$ cat src/rtl/int_log_if.sv
// int_log job interface: start/ready handshake, operands and result.
// Optional exact flag present only when INT_LOG_EXACT_EN is defined.
interface int_log_if #(
  parameter int W  = 16,
  parameter int NW = 8
);
  logic          start;
  logic [W-1:0]  iny;
  logic [W-1:0]  inb;
  logic          ready;
  logic [NW-1:0] out;
  logic          err;
`ifdef INT_LOG_EXACT_EN
  logic          exact;

  modport master (
    output start, iny, inb,
    input  ready, out, err, exact
  );
  modport slave (
    input  start, iny, inb,
    output ready, out, err, exact
  );
`else
  modport master (
    output start, iny, inb,
    input  ready, out, err
  );
  modport slave (
    input  start, iny, inb,
    output ready, out, err
  );
`endif
endinterface

$ cat src/rtl/int_log.sv
// int_log: floor(log_b(y)) by repeated multiply, one multiply per clock.
// Optional feature macro: INT_LOG_EXACT_EN adds the exact (b^out == y) flag.
module int_log #(
  parameter int W  = 16,
  parameter int NW = 8
) (
  input logic      clk,
  input logic      nrst,
  int_log_if.slave bus
);
  typedef enum logic {
    S_BUSY  = 1'b0,
    S_READY = 1'b1
  } state_t;

  state_t        state_q, state_d;
  logic [W-1:0]  y_q, y_d;
  logic [W-1:0]  b_q, b_d;
  logic [W-1:0]  p_q, p_d;
  logic [NW-1:0] n_q, n_d;
  logic [NW-1:0] out_q, out_d;
  logic          err_q, err_d;
  logic [2*W-1:0] q_w;
  logic           bad_w;
  logic           over_w;

  // Full-width product so p*b never wraps before the compare.
  assign q_w    = {{W{1'b0}}, p_q} * {{W{1'b0}}, b_q};
  assign bad_w  = (b_q < W'(2)) || (y_q == '0);
  assign over_w = q_w > {{W{1'b0}}, y_q};

`ifdef INT_LOG_EXACT_EN
  logic exact_q, exact_d;
  assign bus.exact = exact_q;
`endif

  assign bus.ready = (state_q == S_READY);
  assign bus.out   = out_q;
  assign bus.err   = err_q;

  // State and datapath registers.
  always_ff @(posedge clk or negedge nrst) begin
    if (!nrst) begin
      state_q <= S_READY;
      y_q     <= '0;
      b_q     <= '0;
      p_q     <= '0;
      n_q     <= '0;
      out_q   <= '0;
      err_q   <= 1'b0;
`ifdef INT_LOG_EXACT_EN
      exact_q <= 1'b0;
`endif
    end else begin
      state_q <= state_d;
      y_q     <= y_d;
      b_q     <= b_d;
      p_q     <= p_d;
      n_q     <= n_d;
      out_q   <= out_d;
      err_q   <= err_d;
`ifdef INT_LOG_EXACT_EN
      exact_q <= exact_d;
`endif
    end
  end

  // Next-state: accept job, then multiply until p*b overshoots y.
  always_comb begin
    state_d = state_q;
    y_d     = y_q;
    b_d     = b_q;
    p_d     = p_q;
    n_d     = n_q;
    out_d   = out_q;
    err_d   = err_q;
`ifdef INT_LOG_EXACT_EN
    exact_d = exact_q;
`endif
    unique case (state_q)
      S_READY: begin
        if (bus.start) begin
          y_d     = bus.iny;
          b_d     = bus.inb;
          p_d     = W'(1);
          n_d     = '0;
          state_d = S_BUSY;
        end
      end
      S_BUSY: begin
        if (bad_w) begin
          out_d   = '0;
          err_d   = 1'b1;
`ifdef INT_LOG_EXACT_EN
          exact_d = 1'b0;
`endif
          state_d = S_READY;
        end else if (over_w) begin
          out_d   = n_q;
          err_d   = 1'b0;
`ifdef INT_LOG_EXACT_EN
          exact_d = (p_q == y_q);
`endif
          state_d = S_READY;
        end else begin
          p_d = q_w[W-1:0];
          n_d = NW'(n_q + 1'b1);
        end
      end
      default: state_d = S_READY;
    endcase
  end
endmodule
$ cat src/flat_wrapper.sv
// flat-port wrapper written by rule: the top's interface ports become plain ports
module int_log_flat 
#(
  parameter int W  = 16,
  parameter int NW = 8
)
  (clk, nrst, bus_start, bus_iny, bus_inb, bus_ready, bus_out, bus_err);
  int_log_if #(.W(W), .NW(NW)) bus_i ();
  input logic clk;
  input logic nrst;
  input wire logic [$bits(bus_i.start)-1:0] bus_start;
  input wire logic [$bits(bus_i.iny)-1:0] bus_iny;
  input wire logic [$bits(bus_i.inb)-1:0] bus_inb;
  output wire logic [$bits(bus_i.ready)-1:0] bus_ready;
  output wire logic [$bits(bus_i.out)-1:0] bus_out;
  output wire logic [$bits(bus_i.err)-1:0] bus_err;
  assign bus_i.start = bus_start;
  assign bus_i.iny = bus_iny;
  assign bus_i.inb = bus_inb;
  assign bus_ready = bus_i.ready;
  assign bus_out = bus_i.out;
  assign bus_err = bus_i.err;
  int_log #(.W(W), .NW(NW)) u_core (.clk(clk), .nrst(nrst), .bus(bus_i));
endmodule
$ cat config.mk
export PLATFORM = sky130hd
export DESIGN_NAME = int_log_flat
export DESIGN_NICKNAME = d
export VERILOG_FILES = /design/src/rtl/int_log_if.sv /design/src/rtl/int_log.sv /design/src/flat_wrapper.sv
export SDC_FILE = /design/constraint.sdc
export NUM_CORES = 1
export LEC_CHECK = 0
export CAP_MARGIN = 20
export CELL_PAD_IN_SITES_DETAIL_PLACEMENT = 1
export CELL_PAD_IN_SITES_GLOBAL_PLACEMENT = 2
export CORE_MARGIN = 4
export CORE_UTILIZATION = 37
export CTS_CLUSTER_DIAMETER = 150
export CTS_CLUSTER_SIZE = 40
export DETAILED_ROUTE_END_ITERATION = 6
export GPL_ROUTABILITY_DRIVEN = 0
export GPL_TIMING_DRIVEN = 0
export PLACE_DENSITY_LB_ADDON = 0.08
export REMOVE_ABC_BUFFERS = 1
export SYNTH_ARGS = -nofsm -noshare
export SYNTH_HDL_FRONTEND = slang
export SYNTH_SLANG_ARGS = --single-unit
export TNS_END_PERCENT = 1
$ cat constraint.sdc
create_clock -name clk -period 8.59 [get_ports clk]
set_input_delay 1.718 -clock clk [delete_from_list [all_inputs] [get_ports clk]]
set_output_delay 1.718 -clock clk [all_outputs]
set_load 0.01 [all_outputs]
# == Yosys cells after proc, flatten, opt, wreduce, memory -nomap -nowiden ==
# Cells that the tools add are included.
# Widths: inputs -> output; s select.
# totals
ff_bits,66
input_bits,35
out_inout_bits,10
elab_cells,37
# op_classes
addsub,1
mul,1
n_lt_le_gt_ge,2
n_eq_ne,3
mux,16
n_bitwise,1
n_reduce_logical,6
# op_table
operator,count
$mux 16,3
$mux 8,5
$gt 32x16->1,1
$mul 16x16->32,1
$pmux 16 s2,1
$logic_not 16->1,1
$lt 16x2->1 const B,1
$pmux 8 s2,1
$add 8x1->8 const B,1
$ne 2x2->1 const B,3
$mux 1,5
$reduce_and 2->1,2
$reduce_and 3->1,1
$pmux 1 s2,1
$reduce_bool 2->1,1
$logic_or 1x1->1,1
$not 1->1,1

# == Longest topological paths before layout ==
# depth
depth_word,5
depth_mapped,32
depth_no_buf,28

# == Worst setup path before layout ==
# No wires, ideal clock.
# synth_timing
path_type,register to register
start,reg u_core.b_q[1]
end,reg u_core.p_q[13]
setup_ns,0.125
t_arrival_ns,7.873
required_time_ns,8.465
slack_ns,0.592
path_stages_with_launch,30
n_path_buf,4
period_less_slack_ns,7.998
cell_sequence,dfrtp_1 clkbuf_1 clkbuf_1 nand2_1 fa_1 fa_1 fa_1 fa_1 inv_1 fa_1 inv_1 fa_1 inv_1 ha_1 a21oi_1 o21ai_0 a21oi_1 xnor2_1 ha_1 nand4_1 nor2_1 a221o_1 o31a_1 inv_1 nand4_1 or4_4 buf_6 nor4_4 buf_6 mux2_4
# synth_via
elab_chain_len,4
elab_cells_between_ends,10
classes_between,mul: 1; order compare: 2; eq/ne: 2; mux: 3; reduce/logical: 2
# synth_rtl
element,line,text
from (decl),int_log.sv:18,"logic [W-1:0] b_q, b_d;"
from (signal assigned),int_log.sv:46,b_q <= '0;
from (signal assigned),int_log.sv:57,b_q <= b_d;
$mul 16x16->32 or $lt 16x2->1 (tied branches),"int_log.sv:28, int_log.sv:29",
$gt 32x16->1 (tied with other cells),int_log.sv:30,"assign over_w = q_w > {{W{1'b0}}, y_q};"
$ne 2x2->1 (no line) or $mux 16 (tied branches),n/a,
$reduce_and 3->1 (no line) or $pmux 16 s2 (tied branches),n/a,
to (signal assigned),int_log.sv:58,p_q <= p_d;
to (decl),int_log.sv:19,"logic [W-1:0] p_q, p_d;"
# Parallel ways exist; a longest one is shown, timed or not. The select of a mux whose other input is x is not followed.
# A chain may end at the register's enable or synchronous reset.

# == Final worst setup path ==
# layout_timing
start,reg u_core.p_q[7]
end,reg u_core.p_q[9]
# layout_via
elab_chain_len,4
elab_cells_between_ends,7
classes_between,mul: 1; order compare: 1; eq/ne: 1; mux: 3; reduce/logical: 1
# layout_rtl
element,line,text
$mul 16x16->32 (*),int_log.sv:28,"assign q_w = {{W{1'b0}}, p_q} * {{W{1'b0}}, b_q};"
$gt 32x16->1 or $mux 16 (tied branches),"int_log.sv:30, int_log.sv:98",
$ne 2x2->1 (no line) or $mux 16 (tied branches),n/a,
$reduce_and 3->1 (no line) or $pmux 16 s2 (tied branches),n/a,
# Every way passes the cells marked *; elsewhere a longest branch is shown, timed or not. The select of a mux whose other input is x is not followed.

==> results.sh <==
export IMPL_status="completed"
export IMPL_coreArea_um2=32800
export IMPL_cp_end_kind="flop"
export IMPL_synth_async_reset_ratio=1.00
export IMPL_finalMaxSlewViolations=0
export IMPL_root_buffer="clkbuf_16"
export IMPL_layout_nets=1719
export IMPL_grt_overflow=0
export IMPL_path_clk_slew_ps=70
export IMPL_vias=9173
export IMPL_regArea_um2=1700
export IMPL_n_fill_cell=3841
export IMPL_finalCriticalPeriod_ps=8210
export IMPL_die_w_um=191
export IMPL_num_rows=66
export IMPL_avgSynthCellArea_um2=9.04
export IMPL_dp_hpwl_um=27600
export IMPL_grt_usage=0.202
export IMPL_io_pins=45
export IMPL_tritoncts="done"
export IMPL_post_synth_top_area_fraction=0.314
export IMPL_antenna_found_initial=1
export IMPL_path_common_cell="fa_1"
export IMPL_postRouteWirelength_um=34500
export IMPL_multi_input_area_um2=9570
export IMPL_clock_path_buffers=2
export IMPL_setup_viol=0
export IMPL_worst_path_max_delay_cell="dfrtp_4"
export IMPL_diodes=0
export IMPL_wl_per_cell_um=19.0
export IMPL_synthTopCellsByArea="fa_1 31%, dfrtp_1 13%, ha_1 12%"
export IMPL_finalHoldViolCount=0
export IMPL_startpoint_type="flop"
export IMPL_grt_pass1_wl_um=58200
export IMPL_ys_seq_elements=66
export IMPL_crit_buf_inv=6
export IMPL_portBuffers=44
export IMPL_max_slew_margin=0.412
export IMPL_clk_latency_ps=340
export IMPL_synth_enable_flop_cells=0
export IMPL_critPathArrivalTime_ps=8440
export IMPL_cp_top_family="adder cells"
export IMPL_drive_above_1_share=0.0866
export IMPL_period_share=0.956
export IMPL_cp_max_fo=17
export IMPL_syn_instance_count=1369
export IMPL_cts_buffers=9
export IMPL_grt_max_degree=52
export IMPL_ys_types=69
export IMPL_netlist_area_um2=12400
export IMPL_yosys_area_top_type="fa_1"
export IMPL_fin_util=0.414
export IMPL_yosys_warnings=0
export IMPL_crit_required_ps=8820
export IMPL_r2r_setup_slack_ps=380
export IMPL_clock_sinks=66
export IMPL_skew_ps=7.53
export IMPL_die_h_um=191
export IMPL_htreeDepth=3
export IMPL_antenna_left=0
export IMPL_start_util=0.378
export IMPL_rsz0062_at_grt="yes"
export IMPL_hold_path_class="flop to flop"
export IMPL_worst_pin_slew_ps=870
export IMPL_drt_pass1_iter_count=5
export IMPL_viasPerCell=5.05
export IMPL_syn_to_final_growth_pct=9.64
export IMPL_timing_hold_ws_ps=524
export IMPL_fmax_ghz=0.122
export IMPL_dieArea_um2=36500
export IMPL_synth_seq_area_share=0.134
export IMPL_ys_flop_type="dfrtp_1"
export IMPL_grt_pass1_vias=10471
export IMPL_drcViolationCount=0
export IMPL_first_iter_violations=463
export IMPL_cpPeakStageDelay_ps=600
export IMPL_max_cap_violations=0
export IMPL_crit_type="flop to flop"
[per-stage QoR]
step           instance area, µm²  setup slack, ps  std cells  TNS, ps
6_report                    13600              379       1816        0
5_1_grt                     13600            -17.7       1816    -51.3
4_1_cts                     13500             17.9       1815        0
3_5_place_dp                13200             -468       1798    -5790
3_3_place_gp                13100             -875       1794   -18410
2_1_floorplan               12100              625       1308        0
[layout by cell type, fill, tap and decap left out, drive strengths merged, types with 3 or more instances in the layout]
master         synthesis  routed
and2                 132     132
buf                   17       7
o21bai                 4       4
ha                   121     121
o21ai                 24      24
nor4b                  3       3
a21o                   7       7
o41ai                  3       3
nor2b                  3       3
xnor2                 17      17
nand4                 14      14
clkbuf                44       9
mux2i                 23      23
a211o                  3       3
nor2                  17      17
and3                   4       4
and4                   4       4
o21a                   4       4
o211ai                 9       9
inv                  254     258
mux2                  44      44
a211oi                 9       9
o22ai                  3       3
dfrtp                 65      65
nand2b                17      17
nor4                  17      17
a21boi                 3       3
or3                    4       4
nor3                   7       7
or3b                   3       3
clkdlybuf4s50          0      43
a21oi                 47      47
nand3                 19      19
fa                   194     194
xor2                   4       4
nand2                200     200
[sequential cells by signal, indices dropped and copies added (netlist names)]
signal and flops:
u_core.bus.err 1, u_core.y_q 16, u_core.bus.out 8, u_core.bus.ready 1, u_core.n_q 8, u_core.b_q 16, u_core.p_q 16
[synth_stat cells, drive strengths merged, types with 4 or more instances]
cell    number
o21bai       4
a21o         7
xnor2       17
o21ai       24
fa         194
nand4       14
and4         4
mux2        44
dfrtp       65
xor2         4
nand2      200
inv        254
nand3       19
and2       132
nor4        17
or3          4
clkbuf      44
nor3         7
o211ai       9
mux2i       23
buf         17
nor2        17
ha         121
and3         4
a21oi       47
nand2b      17
o21a         4
a211oi       9
[kinds of logic (layout without fill, tap and decap cells)]
family | count (synthesis) | count (layout) | share of synthesized area
AND/OR/NAND/NOR | 455 | 455 | 0.191
flip-flops | 66 | 66 | 0.134
adder cells (fa/ha/maj) | 315 | 315 | 0.436
buffers and inverters | 315 | 320 | 0.0985
AO/OA/AOI/OAI | 130 | 130 | 0.0670
multiplexers | 67 | 67 | 0.0592
XOR/XNOR | 21 | 21 | 0.0149
[final timing paths]
check | from | to | cells after the start
setup / recovery | u_core.p_q[7]$_DFFE_PN0P_ | u_core.p_q[9]$_DFFE_PN0P_ | 27
hold / removal | u_core.bus.out[0]$_DFFE_PN0P_ | u_core.bus.out[0]$_DFFE_PN0P_ | 2
setup reg to reg | u_core.p_q[7]$_DFFE_PN0P_ | u_core.p_q[9]$_DFFE_PN0P_ | 27
hold reg to reg | u_core.bus.out[0]$_DFFE_PN0P_ | u_core.bus.out[0]$_DFFE_PN0P_ | 2
max in group asynchronous | nrst | u_core.bus.ready$_DFF_PN1_ | 2
min in group asynchronous | nrst | u_core.bus.out[0]$_DFFE_PN0P_ | 1
[layout make-up]
| type | count | share of cell area |
|---|---|---|
| multi-input combinational | 988 | 0.705 |
| sequential | 66 | 0.125 |
| clock inverter | 7 | 0.00424 |
| timing repair buffer | 50 | 0.0383 |
| tap | 442 | 0.0407 |
| inverter | 254 | 0.0702 |
| clock buffer | 9 | 0.0166 |
[metal layers]
metal  track usage  vias up  routed length (µm)
met2         0.347       69               16700
li1              -     4314                   -
met1         0.289     4780               17000
met5             0        -                   0
met3        0.0212       10                 674
met4        0.0185        0                 104
[worst min-delay path, stage by stage (launching register included)]
cell and delay [ps]:
dfrtp_1 380, inv_1 50, mux2i_1 50
[what timing repair did]
item                                    4_1_cts  5_1_grt
pin swaps                                     1        2
endpoints found under the setup margin       24       32
hold buffers                                  0        0
buffers inserted                              1        0
gates resized for setup                      18       25
Power is left out: the tool's default activity adds up to more than one toggle a clock period on the data nets, which glitch-free logic cannot reach.
